$ cat config.mk
export PLATFORM = sky130hd
export DESIGN_NAME = procyon_ieu_mdu_ex
export DESIGN_NICKNAME = d
export VERILOG_FILES = /design/src/rtl/procyon_ieu_mdu_ex.sv
export SDC_FILE = /design/constraint.sdc
export NUM_CORES = 1
export LEC_CHECK = 0
export CELL_PAD_IN_SITES_DETAIL_PLACEMENT = 1
export CELL_PAD_IN_SITES_GLOBAL_PLACEMENT = 2
export CORE_UTILIZATION = 40
export CTS_CLUSTER_SIZE = 24
export DETAILED_ROUTE_END_ITERATION = 16
export PLACE_DENSITY_LB_ADDON = 0.12
export SETUP_SLACK_MARGIN = 0.05
export SLEW_MARGIN = 10
export SYNTH_ARGS = -nofsm -noshare
export SYNTH_HDL_FRONTEND = slang
export SYNTH_SLANG_ARGS = --single-unit
$ cat constraint.sdc
create_clock -name clk -period 7.6 [get_ports clk]
set_clock_uncertainty 0.2 [all_clocks]
set_input_delay 0.76 -clock clk [delete_from_list [all_inputs] [get_ports clk]]
set_output_delay 0.76 -clock clk [all_outputs]
set_load 0.05 [all_outputs]
$ cat src/rtl/procyon_ieu_mdu_ex.sv
// rtl/procyon_ieu_mdu_ex.sv - iterative RV32M/RV64M multiply/divide execute stage
// Optional feature macro: PCYN_MDU_EARLY_OUT_EN (MUL* leaves CALC once the remaining multiplier is zero)
// Ports: clk, n_rst (async, active-low), i_flush (discard in-flight op),
//        i_valid/o_ready op handshake, i_mdu_func/i_src_a/i_src_b/i_tag op fields,
//        o_valid (one-cycle pulse)/o_data/o_tag result.
module procyon_ieu_mdu_ex #(
  parameter int OPTN_DATA_WIDTH         = 32,
  parameter int OPTN_ROB_IDX_WIDTH      = 5,
  parameter int OPTN_MDU_BITS_PER_CYCLE = 1
) (
  input  logic                          clk,
  input  logic                          n_rst,
  input  logic                          i_flush,
  input  logic                          i_valid,
  output logic                          o_ready,
  input  logic [2:0]                    i_mdu_func,
  input  logic [OPTN_DATA_WIDTH-1:0]    i_src_a,
  input  logic [OPTN_DATA_WIDTH-1:0]    i_src_b,
  input  logic [OPTN_ROB_IDX_WIDTH-1:0] i_tag,
  output logic                          o_valid,
  output logic [OPTN_DATA_WIDTH-1:0]    o_data,
  output logic [OPTN_ROB_IDX_WIDTH-1:0] o_tag
);

  localparam int W  = OPTN_DATA_WIDTH;
  localparam int B  = OPTN_MDU_BITS_PER_CYCLE;
  localparam int N  = W / B;
  localparam int CW = $clog2(N) + 1;
  localparam logic [CW-1:0] LAST = CW'(N - 1);

`ifdef PCYN_MDU_EARLY_OUT_EN
  localparam bit EARLY_OUT = 1'b1;
`else
  localparam bit EARLY_OUT = 1'b0;
`endif

  typedef enum logic [1:0] {IDLE, CALC, DONE} state_t;

  state_t                        state;
  logic [2:0]                    func;
  logic [OPTN_ROB_IDX_WIDTH-1:0] tag;
  logic                          neg;    // final result must be negated
  logic [CW-1:0]                 cnt;
  logic [2*W-1:0]                prod;   // product accumulator
  logic [2*W-1:0]                mcand;  // multiplicand, pre-shifted to current weight
  logic [W-1:0]                  mq;     // multiplier (MUL*) or dividend->quotient (DIV*)
  logic [W-1:0]                  dvs;    // divisor magnitude
  logic [W:0]                    rem;    // partial remainder, one guard bit

  assign o_ready = (state == IDLE);

  // Operand conditioning at accept time
  logic           signed_a, signed_b, a_neg, b_neg, b_zero, div_ovf, special;
  logic [W-1:0]   abs_a, abs_b;
  always_comb begin
    signed_a = (i_mdu_func == 3'd0) || (i_mdu_func == 3'd1) || (i_mdu_func == 3'd2) ||
               (i_mdu_func == 3'd4) || (i_mdu_func == 3'd6);
    signed_b = (i_mdu_func == 3'd0) || (i_mdu_func == 3'd1) ||
               (i_mdu_func == 3'd4) || (i_mdu_func == 3'd6);
    a_neg    = signed_a & i_src_a[W-1];
    b_neg    = signed_b & i_src_b[W-1];
    abs_a    = a_neg ? -i_src_a : i_src_a;
    abs_b    = b_neg ? -i_src_b : i_src_b;
    b_zero   = (i_src_b == '0);
    div_ovf  = ((i_mdu_func == 3'd4) || (i_mdu_func == 3'd6)) &&
               (i_src_a == {1'b1, {(W-1){1'b0}}}) && (i_src_b == '1);
    special  = i_mdu_func[2] & (b_zero | div_ovf);
  end

  // One iteration: B shift-add steps or B restoring-division steps
  logic [2*W-1:0] prod_nxt;
  logic [W:0]     rem_nxt;
  logic [W-1:0]   quo_nxt;
  always_comb begin
    prod_nxt = prod;
    for (int i = 0; i < B; i++) begin
      if (mq[i]) prod_nxt = prod_nxt + (mcand << i);
    end
    rem_nxt = rem;
    quo_nxt = mq;
    for (int i = 0; i < B; i++) begin
      rem_nxt = {rem_nxt[W-1:0], quo_nxt[W-1]};
      quo_nxt = {quo_nxt[W-2:0], 1'b0};
      if (rem_nxt >= {1'b0, dvs}) begin
        rem_nxt    = rem_nxt - {1'b0, dvs};
        quo_nxt[0] = 1'b1;
      end
    end
  end

  // The multiplicand is kept at its true weight, so an early exit needs no re-alignment
  logic mul_last;
  assign mul_last = (cnt == LAST) || (EARLY_OUT && ((mq >> B) == '0));

  // Sign fix-up and field select
  logic [2*W-1:0] prod_fix;
  logic [W-1:0]   quo_fix, rem_fix, result;
  always_comb begin
    prod_fix = neg ? -prod : prod;
    quo_fix  = neg ? -mq : mq;
    rem_fix  = neg ? -rem[W-1:0] : rem[W-1:0];
    case (func)
      3'd0:             result = prod_fix[W-1:0];
      3'd1, 3'd2, 3'd3: result = prod_fix[2*W-1:W];
      3'd4, 3'd5:       result = quo_fix;
      default:          result = rem_fix;
    endcase
  end

  always_ff @(posedge clk or negedge n_rst) begin
    if (!n_rst) begin
      state   <= IDLE;
      func    <= '0;
      tag     <= '0;
      neg     <= 1'b0;
      cnt     <= '0;
      prod    <= '0;
      mcand   <= '0;
      mq      <= '0;
      dvs     <= '0;
      rem     <= '0;
      o_valid <= 1'b0;
      o_data  <= '0;
      o_tag   <= '0;
    end else begin
      o_valid <= 1'b0;
      if (i_flush) begin
        state <= IDLE;
      end else begin
        case (state)
          IDLE: begin
            if (i_valid) begin
              func <= i_mdu_func;
              tag  <= i_tag;
              cnt  <= '0;
              if (special) begin
                // Load regs so the normal DONE select yields the architectural result
                state <= DONE;
                neg   <= 1'b0;
                mq    <= b_zero ? '1 : {1'b1, {(W-1){1'b0}}};
                rem   <= b_zero ? {1'b0, i_src_a} : '0;
              end else if (i_mdu_func[2]) begin
                state <= CALC;
                neg   <= (i_mdu_func == 3'd4) ? (a_neg ^ b_neg) : a_neg;
                rem   <= '0;
                mq    <= abs_a;
                dvs   <= abs_b;
              end else begin
                state <= CALC;
                neg   <= a_neg ^ b_neg;
                prod  <= '0;
                mcand <= {{W{1'b0}}, abs_a};
                mq    <= abs_b;
              end
            end
          end
          CALC: begin
            cnt <= cnt + CW'(1);
            if (func[2]) begin
              rem <= rem_nxt;
              mq  <= quo_nxt;
              if (cnt == LAST) state <= DONE;
            end else begin
              prod  <= prod_nxt;
              mcand <= mcand << B;
              mq    <= mq >> B;
              if (mul_last) state <= DONE;
            end
          end
          DONE: begin
            state   <= IDLE;
            o_valid <= 1'b1;
            o_data  <= result;
            o_tag   <= tag;
          end
          default: state <= IDLE;
        endcase
      end
    end
  end

endmodule

# After elaboration in Yosys (flattened, before gate mapping)
# Cells that the tools add are included.
# totals
ff_bits,279
elab_cells,119
in_bits,76
# op_classes
addsub,8
bitwise,7
n_lt_le_gt_ge,1
reduce_logical,24
eq_ne,23
muxes,43
# ops
cell,n
$mux W64,10
$mux W32,14
$pmux W64 S2,2
$neg A32 Y32,4
$pmux W32 S2,2
$pmux W32 S3,1
$add A64 B64 Y64,1
$eq A32 B32 Y1 const B,2
$neg A64 Y64,1
$ge A33 B32 Y1,1
$logic_not A32 Y1,1
$sub A32 B32 Y32,1
$mux W31,1
$eq A3 B3 Y1 const B,4
$ne A2 B2 Y1 const B,6
$pmux W6 S2,1
$reduce_and A5 Y1,2
$eq A3 B2 Y1 const B,3
$mux W2,4
$logic_or A1 B1 Y1,7
$reduce_and A7 Y1,1
$add A6 B1 Y6 const B,1
$eq A3 B1 Y1 const B,2
$eq A6 B5 Y1 const B,1
20 further kinds,33

# Depth between registers and ports, before layout
# Gate-level depths: netlist of run 1.
# logic_depth
ltp_word,11
depth_mapped,14

# Worst setup path before layout of run 1
# OpenSTA, ideal clock, no wires.
# synth_timing
kind,flip-flop to flip-flop
startpoint,reg rem[9]
endpoint,reg rem[22]
t_arrival_ns,3.423
stages_incl_launch_ff,11
period_less_slack_ns,3.749
t_required_ns,7.274
slack_ns,3.851
path_buffers,2
cell_sequence,dfrtp_1 ha_1 clkbuf_1 nand3_1 or2_2 o31ai_1 a21oi_1 o311ai_1 clkbuf_1 a21oi_1 a221o_1
# synth_between
elab_chain_cells,4
# synth_lines
item,line,rtl
"start, declared",48,logic [W:0] rem;
"start signal, assigned",141,"rem <= b_zero ? {1'b0, i_src_a} : '0;"
"start signal, assigned",160,rem <= rem_nxt;
$sub A32 B32 Y32 or $ge A33 B32 Y1 (tied branches),"85, 84",
$mux W32 (*),84,"if (rem_nxt >= {1'b0, dvs}) begin"
$mux W32 (*),159,if (func[2]) begin
$pmux W32 S2 (*),130,case (state)
# Mark *: on every way between the ends. The rest lies on a longest branch, timed or not. The select of a mux whose other input is x is not followed.
# A chain may end at the register's enable or synchronous reset.

# Final worst setup path of run 1
# layout_timing
startpoint,reg rem[6]
endpoint,reg rem[3]
# layout_between
elab_chain_cells,4
# layout_lines
item,line
$ge A33 B32 Y1,84
$mux W32,84
$mux W32,159
$pmux W32 S2,130
# Every way passes these cells. The select of a mux whose other input is x is not followed.

==> out/qor.yml, run 1 <==
sta:
  rsz0062_at_grt: "false"
  max_freq_mhz: 216
  tightestPinTransition_ns: 1.24
  min_period_over_period: 0.610
  hold_viol: 0
  layout_setup_ws_ns: 2.97
  fin_setup_tns_ns: 0
  slew_viol_final: 0
  finalSetupViolations: 0
  layout_min_cycle_time_ns: 4.63
  relSlewSlack: 0.171
  whs_ns: 0.276
cts:
  cts_setup_buffers: 0
  cts_tree: "built"
  ctsResizeCount: 0
  ctsHoldBuffers: 1
  clockRootBuffer: "clkbuf_16"
  htreeDepth: 2
  cts.clk_slew.worst_paths_ns: 0.05
  clock_latency_ns: 0.58
  cts_buffer_depth: 3
  cts.sinks: 279
  cts_made_buffers: 40
global_route:
  antenna_found_initial: 5
  grt_pass1_vias: 21900
  grt_pass1_wl_mm: 140
  overflow: 0
  grt_util_all_layers: 0.323
  grt_max_degree: 151
pwr:
  switching_power_w: 0.00432
  power_density_mw_per_mm2: 357
  p_comb_frac: 0.516
  power_w: 0.00905
  clkPwrFrac: 0.214
  p_leak_nw: 10.9
  ir_drop_mv: 0.214
  p_int_w: 0.00473
  seqPwrFrac: 0.271
  swShare: 0.477
synthesis:
  async_flop_share: 1.00
  avgSynthCellArea_um2: 8.02
  synthFlopType: "dfrtp_1"
  synth_cell_types: 86
  yosys_warnings: 0
  synthesis.area_mm2: 0.0223
  synthCells: 2779
  synth_nets: 2959
  synth_edf_count: 0
  ys_seq_area_frac: 0.313
  yosys_register_bits: 279
critical_path:
  cp_data_arrival_time_ns: 4.88
  crit_slowest_cell: "buf_4"
  crit_path_max_incr_delay_ns: 0.56
  cp-end-kind: "flop"
  path_max_fanout: 46
  path_cells: "ha_1, and4_1, a221oi_1, buf_4, o31ai_1, a21oi_1, o311ai_4, buf_4, mux2_2, a221oi_1, nor2_1"
  setup.worst_path.class: "flop to flop"
  startpoint: "rem[6]$_DFFE_PN0P_"
  crit_required_ns: 7.84
  rr_startpoint: "rem[6]$_DFFE_PN0P_"
  startpoint_type: "flop"
placed_design:
  io_buffers: 114
  gp_congestion: 0.926
  place_ws_ns: 2.91
  hpwlAfterDp_mm: 70.6
route:
  drcViolationCount: 0
  drt_iter0_drc: 1792
  ant_nets: 0
  vias: 21900
  drt_wl_total_mm: 91.3
  dr.pass1.iters: 5
  vias_per_cell: 6.12
  wl_per_cell_um: 25.6
hold_path:
  hold_start: "tag[1]$_DFFE_PN0P_"
  min_path_type: "flop to flop"
cells_and_area:
  final_cell_mix: "nand2_1 (341), o21ai_0 (283), dfrtp_1 (277), a21oi_1 (263), nor2_1 (233)"
  fin_util: 0.460
  areaGrowthSynthToFinish_pct: 13.7
  layout_commonest_cell: "nand2_1"
  design.final.nets: 2973
  drive_gt1_frac: 0.0581
floorplanning:
  num_rows: 86
  num_io_pins: 115
  dieHeight_um: 238
  start_util: 0.405
  die_x_um: 238
  core_area_mm2: 0.0551
  dieArea_mm2: 0.0567
flow_run:
  max_cap_viol_count: 0
outcome:
  status: "finished clean"
## power groups by stage
stage	combinational, W	clock, W	sequential, W
3_3_place_gp	0.00450	0	0.00244
4_1_cts	0.00463	0.00197	0.00243
3_5_place_dp	0.00460	0	0.00246
6_report	0.00467	0.00193	0.00245
2_1_floorplan	0.00300	0	0.00247
5_1_grt	0.00507	0.00201	0.00248
## worst max-delay path: cells and delay by family (launching register included)
kind / cells / cell delay (ns)
muxes: 1 / 0.41
and+or+nand+nor: 2 / 0.57
adders and majority gates: 1 / 0.48
AOI/OAI and AO/OA: 5 / 1.50
DFF: 1 / 0.53
buffers and inverters: 2 / 0.76
## through the flow
| step | instance area (µm²) | instances |
|---|---|---|
| floorplan | 22300 | 2779 |
| global placement | 24000 | 3498 |
| detailed placement | 24000 | 3498 |
| CTS | 25300 | 3571 |
| global route | 25300 | 3571 |
| finish | 25400 | 3573 |
## logic make-up after synthesis
kind of cell    share of synthesized area
flops                               0.313
mux                                0.0355
compound gates                      0.259
fa+ha+maj                          0.0590
xor+xnor                            0.102
simple gates                        0.186
buf+inv                            0.0444
## cell usage after synthesis, types with 9 or more instances
| library cell | n | area, µm² |
|---|---|---|
| a311oi_1 | 11 | 96.3 |
| nor2b_1 | 10 | 62.6 |
| nor3_1 | 36 | 180 |
| nand4_1 | 40 | 250 |
| or4_1 | 30 | 225 |
| and2_1 | 11 | 68.8 |
| nor2_1 | 233 | 875 |
| or3_1 | 19 | 119 |
| or2_2 | 10 | 62.6 |
| xor2_1 | 131 | 1150 |
| a221oi_1 | 17 | 149 |
| inv_1 | 74 | 278 |
| ha_1 | 102 | 1280 |
| clkbuf_1 | 142 | 533 |
| mux2_2 | 28 | 315 |
| nand2b_1 | 23 | 144 |
| o21bai_1 | 9 | 67.6 |
| o21ai_0 | 283 | 1420 |
| buf_1 | 14 | 52.6 |
| o22ai_1 | 22 | 138 |
| o21a_1 | 19 | 143 |
| o211ai_1 | 18 | 135 |
| a21boi_0 | 10 | 75.1 |
| nor4_1 | 21 | 131 |
| a21o_1 | 50 | 375 |
| o41ai_1 | 22 | 193 |
| xnor2_1 | 129 | 1130 |
| nand2_1 | 341 | 1280 |
| a211oi_1 | 18 | 135 |
| mux2i_1 | 43 | 430 |
| and3_1 | 34 | 213 |
| dfrtp_1 | 279 | 6980 |
| a21oi_1 | 263 | 1320 |
| nand3_1 | 51 | 255 |
| a22o_1 | 40 | 350 |
| a31oi_1 | 22 | 138 |
| o31ai_1 | 50 | 375 |
## per-layer routing
| metal | share of wire | GRT usage |
|---|---|---|
| met2 | 0.44 | 0.498 |
| met5 | 0 | 0 |
| met4 | 0.024 | 0.0837 |
| met3 | 0.057 | 0.0450 |
| met1 | 0.48 | 0.471 |
## flip-flops by register name (all words and copies together) (netlist names)
register  flops
neg           1
dvs          32
mq           32
state         2
o_tag         5
cnt           6
o_data       32
func          3
tag           5
mcand        64
rem          32
prod         64
o_valid       1
## path summary, 6_finish.rpt
check                                 endpoint  slack [ns]  depth (start not counted)
setup / recovery            rem[3]$_DFFE_PN0P_        2.97                         11
max in group asynchronous   dvs[7]$_DFFE_PN0P_        5.18                          3
hold / removal              tag[1]$_DFFE_PN0P_        0.28                          2
min in group asynchronous  dvs[21]$_DFFE_PN0P_        0.52                          2
hold reg to reg             tag[1]$_DFFE_PN0P_        0.28                          2
setup reg to reg            rem[3]$_DFFE_PN0P_        2.97                         11
## cell type report
cell class              instances  area (µm²)
repair buffers                142        1370
inverters                      74         278
clock buffers                  62        1260
multi-input cells            2256       14400
diodes                          2        5.00
clock inverters                10         100
flip-flops and latches        279        6990
well taps                     748         936
fillers                      6599       29700
Note: power is estimated with default switching activity, not from simulation.
==> run 2: changes to the inputs <==
--- a/config.mk
+++ b/config.mk
@@ -7,7 +7,7 @@
 export LEC_CHECK = 0
 export CELL_PAD_IN_SITES_DETAIL_PLACEMENT = 1
 export CELL_PAD_IN_SITES_GLOBAL_PLACEMENT = 2
-export CORE_UTILIZATION = 40
+export CORE_UTILIZATION = 34
 export CTS_CLUSTER_SIZE = 24
 export DETAILED_ROUTE_END_ITERATION = 16
 export PLACE_DENSITY_LB_ADDON = 0.12
==> constraint.sdc (replaced) <==
create_clock -name clk -period 3.7 [get_ports clk]
set_clock_uncertainty 0.2 [all_clocks]
set_input_delay 0.37 -clock clk [delete_from_list [all_inputs] [get_ports clk]]
set_output_delay 0.37 -clock clk [all_outputs]
set_load 0.05 [all_outputs]
==> run 2 against run 1 <==
The flow now finishes with violations (setup timing). Power increased by 130%. Sequential cell count unchanged. Worst hold slack got worse by 0.12 ns. Via count increased by 6.1%. First-iteration DRC count unchanged. Register-to-register slack got worse by 3.0 ns. Critical path type unchanged.
==> out/qor.yml, run 2 (same netlist as run 1, synthesis figures left out) <==
outcome:
  status: "complete, but fails checks"
  violations: "setup timing"
critical_path:
  cpLargestDelayFamily: "simple AND/OR/NAND/NOR gates"
  setup.worst_path.class: "flop to flop"
  cp_data_arrival_time_ns: 3.98  # -0.90 ns
  cp-end-kind: "flop"
  path_cells: "or4_4, or3_4, or4_4, or2_1, nand2b_4, or4_4, o21ai_4, xnor2_2, a221oi_2, a21oi_1"
  crit_top_cell: "or4_4"
  worst-path-buf-inv: 0  # -2
  ff2ff_path_depth: 10  # -1
  crit_required_ns: 3.94  # -3.90 ns
  crit_slowest_cell: "or4_4"
  crit_path_max_incr_delay_ns: 0.61  # +0.05 ns
  rr_startpoint: "prod[20]$_DFFE_PN0P_"
  ff2ff_setup_slack_ns: -0.04  # -3.01 ns
  path_max_fanout: 8  # -83%
  regToRegEndpoint: "o_data[23]$_DFFE_PN0P_"
  startpoint_type: "flop"
cells_and_area:
  fin_util: 0.445  # -0.0148
  final_cells: 4019  # +12%
  final_cell_mix: "buf_4 (347), nand2_1 (340), dfrtp_1 (276), o21ai_0 (268), a21oi_1 (256)"
  drive_gt1_frac: 0.184  # +0.126
  design.final.nets: 3311  # +11%
  areaGrowthSynthToFinish_pct: 29.0
  layout_commonest_cell: "buf_4"
  largestRegisters: "mcand x64, prod x64"
sta:
  min_period_over_period: 1.01  # +0.402
  layout_min_cycle_time_ns: 3.74  # -0.890 ns
  slew_viol_final: 0  # unchanged
  relSlewSlack: 0.322  # +0.150
  tightestPinTransition_ns: 1.02  # -0.225 ns
  hold_viol: 0  # unchanged
  layout_setup_ws_ns: -0.0432  # -3.01 ns
  finalSetupViolations: 1  # +1
  fin_setup_tns_ns: -0.0432  # -0.0432 ns
  rsz0062_at_grt: "true"
  max_freq_mhz: 267  # +24%
hold_path:
  min_to: "tag[0]$_DFFE_PN0P_"
  min_path_type: "primary input to flop"
  hold_start: "i_tag[0]"
  min_path_cells: 3  # +1
global_route:
  grt_max_degree: 96  # -36%
  antenna_found_initial: 7  # +2
  grt_pass1_vias: 23800  # +8.4%
  grt_pass1_wl_mm: 150  # +7.2%
  overflow: 0  # unchanged
  grt_util_all_layers: 0.296  # -0.0270
cts:
  htreeDepth: 2  # unchanged
  clockRootBuffer: "clkbuf_16"
  cts_made_buffers: 39  # -2.5%
  cts_buffer_depth: 3  # unchanged
  cts_tree: "built"
  clock_latency_ns: 0.57  # about the same
  cts.clk_slew.worst_paths_ns: 0.06  # about the same
  cts.sinks: 279  # unchanged
pwr:
  p_leak_nw: 12.8  # +17%
  ir_drop_mv: 0.382  # +78%
  power_density_mw_per_mm2: 737  # +110%
route:
  wl_per_cell_um: 25.0  # -2.3%
  ant_nets: 0  # unchanged
  drt_iter0_drc: 1792  # unchanged
  vias_per_cell: 5.78  # -5.7%
  dr.pass1.iters: 7  # +2
  drcViolationCount: 0  # unchanged
  vias: 23200  # +6.1%
  drt_wl_total_mm: 100  # +9.8%
placed_design:
  hpwlAfterDp_mm: 78.9  # +12%
  post-place-cells: 3929  # +12%
  gp_congestion: 0.940  # +1.5%
  io_buffers: 114  # unchanged
floorplanning:
  die_x_um: 258  # +8.4%
  start_util: 0.345  # -0.0595
  num_io_pins: 115  # unchanged
  dieArea_mm2: 0.0666  # +17%
  num_rows: 93  # +8.1%
  core_area_mm2: 0.0646  # +17%
  dieHeight_um: 258  # +8.4%
flow_run:
  max_cap_viol_count: 0  # unchanged
## run 2: what timing repair did
| item | 4_1_cts | 5_1_grt |
|---|---|---|
| cloned | 0 | 1 |
| endpoints found under the setup margin | 37 | 53 |
| hold buffers | 1 | 0 |
| endpoints found under the hold margin | 84 | 0 |
| resized for setup | 43 | 74 |
| setup buffers | 6 | 8 |
| pin swaps | 15 | 26 |
## run 2: layer usage
| metal | share of wire | GRT usage |
|---|---|---|
| met1 | 0.48 | 0.425 |
| met2 | 0.44 | 0.456 |
| met3 | 0.058 | 0.0463 |
| met4 | 0.027 | 0.0850 |
| met5 | 0 | 0 |
## run 2: worst min-delay path: cells and delay by family
family,cells,cell delay (ns)
buffers and inverters,1,0.40
and+or+nand+nor,2,0.11
## run 2: how the worst max path moves through the flow
stage | slack, ns | cells past startpoint | end | startpoint
finish | -0.04 | 10 | o_data[23]$_DFFE_PN0P_ | prod[20]$_DFFE_PN0P_
global route | -0.12 | 10 | o_data[23]$_DFFE_PN0P_ | prod[20]$_DFFE_PN0P_
CTS | -0.08 | 13 | prod[63]$_DFFE_PN0P_ | mcand[7]$_DFFE_PN0P_
detailed placement | -0.14 | 12 | mcand[25]$_DFFE_PN0P_ | i_src_a[11]
global placement | -0.15 | 15 | rem[30]$_DFFE_PN0P_ | rem[0]$_DFFE_PN0P_
floorplan | 0.05 | 9 | o_data[31]$_DFFE_PN0P_ | prod[51]$_DFFE_PN0P_
## run 2: final cells by class
cell class	count	area, µm²
fillers	7649	35800
multi-input cells	2256	14900
flip-flops and latches	279	6990
repair buffers	481	4120
clock buffers	56	1170
well taps	855	1070
inverters	74	278
clock inverters	13	178
diodes	5	12.5
## run 2: stage by stage
stage / worst slack (ns) / hold slack, ns / power (W) / cell area, µm²
after floorplan: 0.0513 / -0.126 / 0.0113 / 22300
after global placement: -0.153 / 0.251 / 0.0159 / 26700
after detailed placement: -0.139 / 0.272 / 0.0162 / 26700
after CTS: -0.0780 / 0.132 / 0.0206 / 28300
after global routing: -0.122 / 0.161 / 0.0224 / 28800
final: -0.0432 / 0.152 / 0.0212 / 28800
## run 2: where the power goes
part | internal (W) | switching (W)
logic | 0.00528 | 0.00728
registers | 0.00378 | 0.000804
clock network | 0.00248 | 0.00156
==> run 3: changes to the inputs <==
--- a/config.mk
+++ b/config.mk
@@ -10,6 +10,7 @@
 export CORE_UTILIZATION = 34
 export CTS_CLUSTER_SIZE = 24
 export DETAILED_ROUTE_END_ITERATION = 16
+export MAX_ROUTING_LAYER = met4
 export PLACE_DENSITY_LB_ADDON = 0.12
 export SETUP_SLACK_MARGIN = 0.05
 export SLEW_MARGIN = 10
==> run 3 against run 2 <==
The flow still finishes with violations (setup timing). Combinational power barely moved. Core utilization increased by 0.51 points. Setup slack lost 0.068 ns. Sequential cell count unchanged. Non-clock buffer count up 38. Count of clock-buffer cells in the layout up 3. Via count about the same. Largest cell class unchanged. Largest power group unchanged.
==> out/qor.yml, run 3 (same netlist as run 1, synthesis figures left out) <==
sta:
  layout_setup_ws_ns: -0.111  # -0.0679 ns
  hold_viol: 0  # unchanged
  finalSetupViolations: 6  # +5
  min_period_over_period: 1.03  # +0.0183
  fin_setup_tns_ns: -0.232  # -0.189 ns
  slew_viol_final: 0  # unchanged
  max_freq_mhz: 262  # -1.8%
  tightestPinTransition_ns: 1.03  # +0.0140 ns
  whs_ns: 0.139  # -0.0129 ns
  relSlewSlack: 0.312  # -0.00931
  layout_min_cycle_time_ns: 3.81  # +0.0679 ns
  rsz0062_at_grt: "true"
critical_path:
  setup.worst_path.class: "flop to flop"
  path_max_fanout: 3  # -5
  cp-end-kind: "flop"
  crit_required_ns: 3.93  # about the same
  cp_data_arrival_time_ns: 4.04  # +0.06 ns
  startpoint_type: "flop"
pwr:
  seqPwrFrac: 0.213  # -0.004
  swShare: 0.450  # -0.00503
  power_density_mw_per_mm2: 735  # -0.17%
  p_leak_nw: 13.0  # +1.5%
  clkPwrFrac: 0.188  # -0.003
  p_int_w: 0.0118  # +1.9%
  switching_power_w: 0.00963  # -0.14%
  p_comb_frac: 0.599  # +0.006
  ir_drop_mv: 0.349  # -8.5%
route:
  vias: 23200  # +0.022%
  vias_per_cell: 5.72  # -1.0%
  drcViolationCount: 0  # unchanged
  ant_nets: 0  # unchanged
  dr.pass1.iters: 6  # -1
  wl_per_cell_um: 24.6  # -1.6%
  drt_wl_total_mm: 99.8  # -0.54%
  drt_iter0_drc: 1581  # -12%
floorplanning:
  dieHeight_um: 258  # unchanged
  num_io_pins: 115  # unchanged
  die_x_um: 258  # unchanged
  num_rows: 93  # unchanged
  start_util: 0.345  # unchanged
  core_area_mm2: 0.0646  # unchanged
  dieArea_mm2: 0.0666  # unchanged
global_route:
  overflow: 0  # unchanged
  grt_util_all_layers: 0.307  # +0.0106
  grt_pass1_wl_mm: 151  # +0.42%
  grt_max_degree: 96  # unchanged
  grt_pass1_vias: 23900  # +0.45%
  antenna_found_initial: 9  # +2
cells_and_area:
  areaGrowthSynthToFinish_pct: 30.5
  layout_commonest_cell: "buf_4"
  design.final.nets: 3349  # +1.1%
  largestRegisters: "mcand x64, prod x64"
  final_cell_mix: "buf_4 (388), nand2_1 (340), dfrtp_1 (273), o21ai_0 (270), a21oi_1 (255)"
  drive_gt1_frac: 0.199  # +0.0146
  fillers: 7649  # unchanged
cts:
  htreeDepth: 2  # unchanged
  cts_made_buffers: 39  # unchanged
  clock_latency_ns: 0.57  # about the same
  clockRootBuffer: "clkbuf_16"
  cts_tree: "built"
  cts.clk_slew.worst_paths_ns: 0.06  # about the same
  cts_buffer_depth: 3  # unchanged
  cts.sinks: 279  # unchanged
hold_path:
  min_path_type: "primary input to flop"
outcome:
  violations: "setup timing"
  status: "complete, but fails checks"
placed_design:
  hpwlAfterDp_mm: 79.3  # +0.58%
  io_buffers: 114  # unchanged
  gp_congestion: 0.962  # +2.3%
flow_run:
  max_cap_viol_count: 0  # unchanged
## run 3: path summary, 6_finish.rpt
check                                           from                     end  slack [ns]  cells past startpoint
worst max-delay path            prod[22]$_DFFE_PN0P_  o_data[17]$_DFFE_PN0P_       -0.11                     11
worst min-delay path                        i_tag[0]      tag[0]$_DFFE_PN0P_        0.14                      3
worst max register to register  prod[22]$_DFFE_PN0P_  o_data[17]$_DFFE_PN0P_       -0.11                     11
worst min register to register   dvs[24]$_DFFE_PN0P_     dvs[24]$_DFFE_PN0P_        0.28                      2
max in group asynchronous                      n_rst    prod[20]$_DFFE_PN0P_        2.12                      3
min in group asynchronous                      n_rst     dvs[23]$_DFFE_PN0P_        0.19                      2
## run 3: layout make-up
| type | instances | area [µm²] | share of cell area |
|---|---|---|---|
| multi-input combinational | 2256 | 15100 | 0.518 |
| sequential | 279 | 6990 | 0.240 |
| timing repair buffer | 519 | 4330 | 0.149 |
| clock buffer | 59 | 1210 | 0.0417 |
| tap | 855 | 1070 | 0.0368 |
| inverter | 74 | 278 | 0.00955 |
| clock inverter | 11 | 135 | 0.00464 |
| antenna | 8 | 20.0 | 0.000688 |
## run 3: critical path: stages, from the launching register on
cell and delay (ns):
dfrtp_2 0.44, or4_4 0.55, or3_4 0.34, or4_4 0.42
or2_4 0.25, nand2b_4 0.15, or4_4 0.44, buf_4 0.15
nand2_2 0.06, xnor2_2 0.07, a222oi_1 0.46, a21oi_1 0.14
## run 3: timing repair
| action | 4_1_cts | 5_1_grt |
|---|---|---|
| buffers inserted | 10 | 9 |
| pin swaps | 34 | 39 |
| hold buffers | 1 | 0 |
| setup endpoints to repair | 60 | 61 |
| gates cloned | 0 | 0 |
| resized for setup | 61 | 75 |
| endpoints found under the hold margin | 80 | 0 |
## run 3: metal layers
layer  wire (µm)  up-vias  track usage
met1       47100    11600        0.418
li1            -    10900            -
met5           0        -            -
met3        5910      135       0.0604
met4        2650        0       0.0868
met2       44100      557        0.458
## run 3: stage by stage
step           cells  setup WS (ns)  total power, W  utilization  area (µm²)
3_5_place_dp    3963         -0.491          0.0163        0.416       26900
2_1_floorplan   2779         0.0513          0.0113            -       22300
6_report        4061         -0.111          0.0214        0.451       29100
3_3_place_gp    3963         -0.333          0.0160        0.416       26900
5_1_grt         4058         -0.167          0.0227        0.450       29100
4_1_cts         4044        -0.0611          0.0209        0.443       28600
## run 3: power by group through the flow
stage          registers (W)  logic (W)  clock network (W)
2_1_floorplan        0.00507    0.00619                  0
3_3_place_gp         0.00455     0.0115                  0
3_5_place_dp         0.00458     0.0117                  0
4_1_cts              0.00454     0.0123            0.00409
5_1_grt              0.00465     0.0138            0.00421
6_report             0.00456     0.0128            0.00401
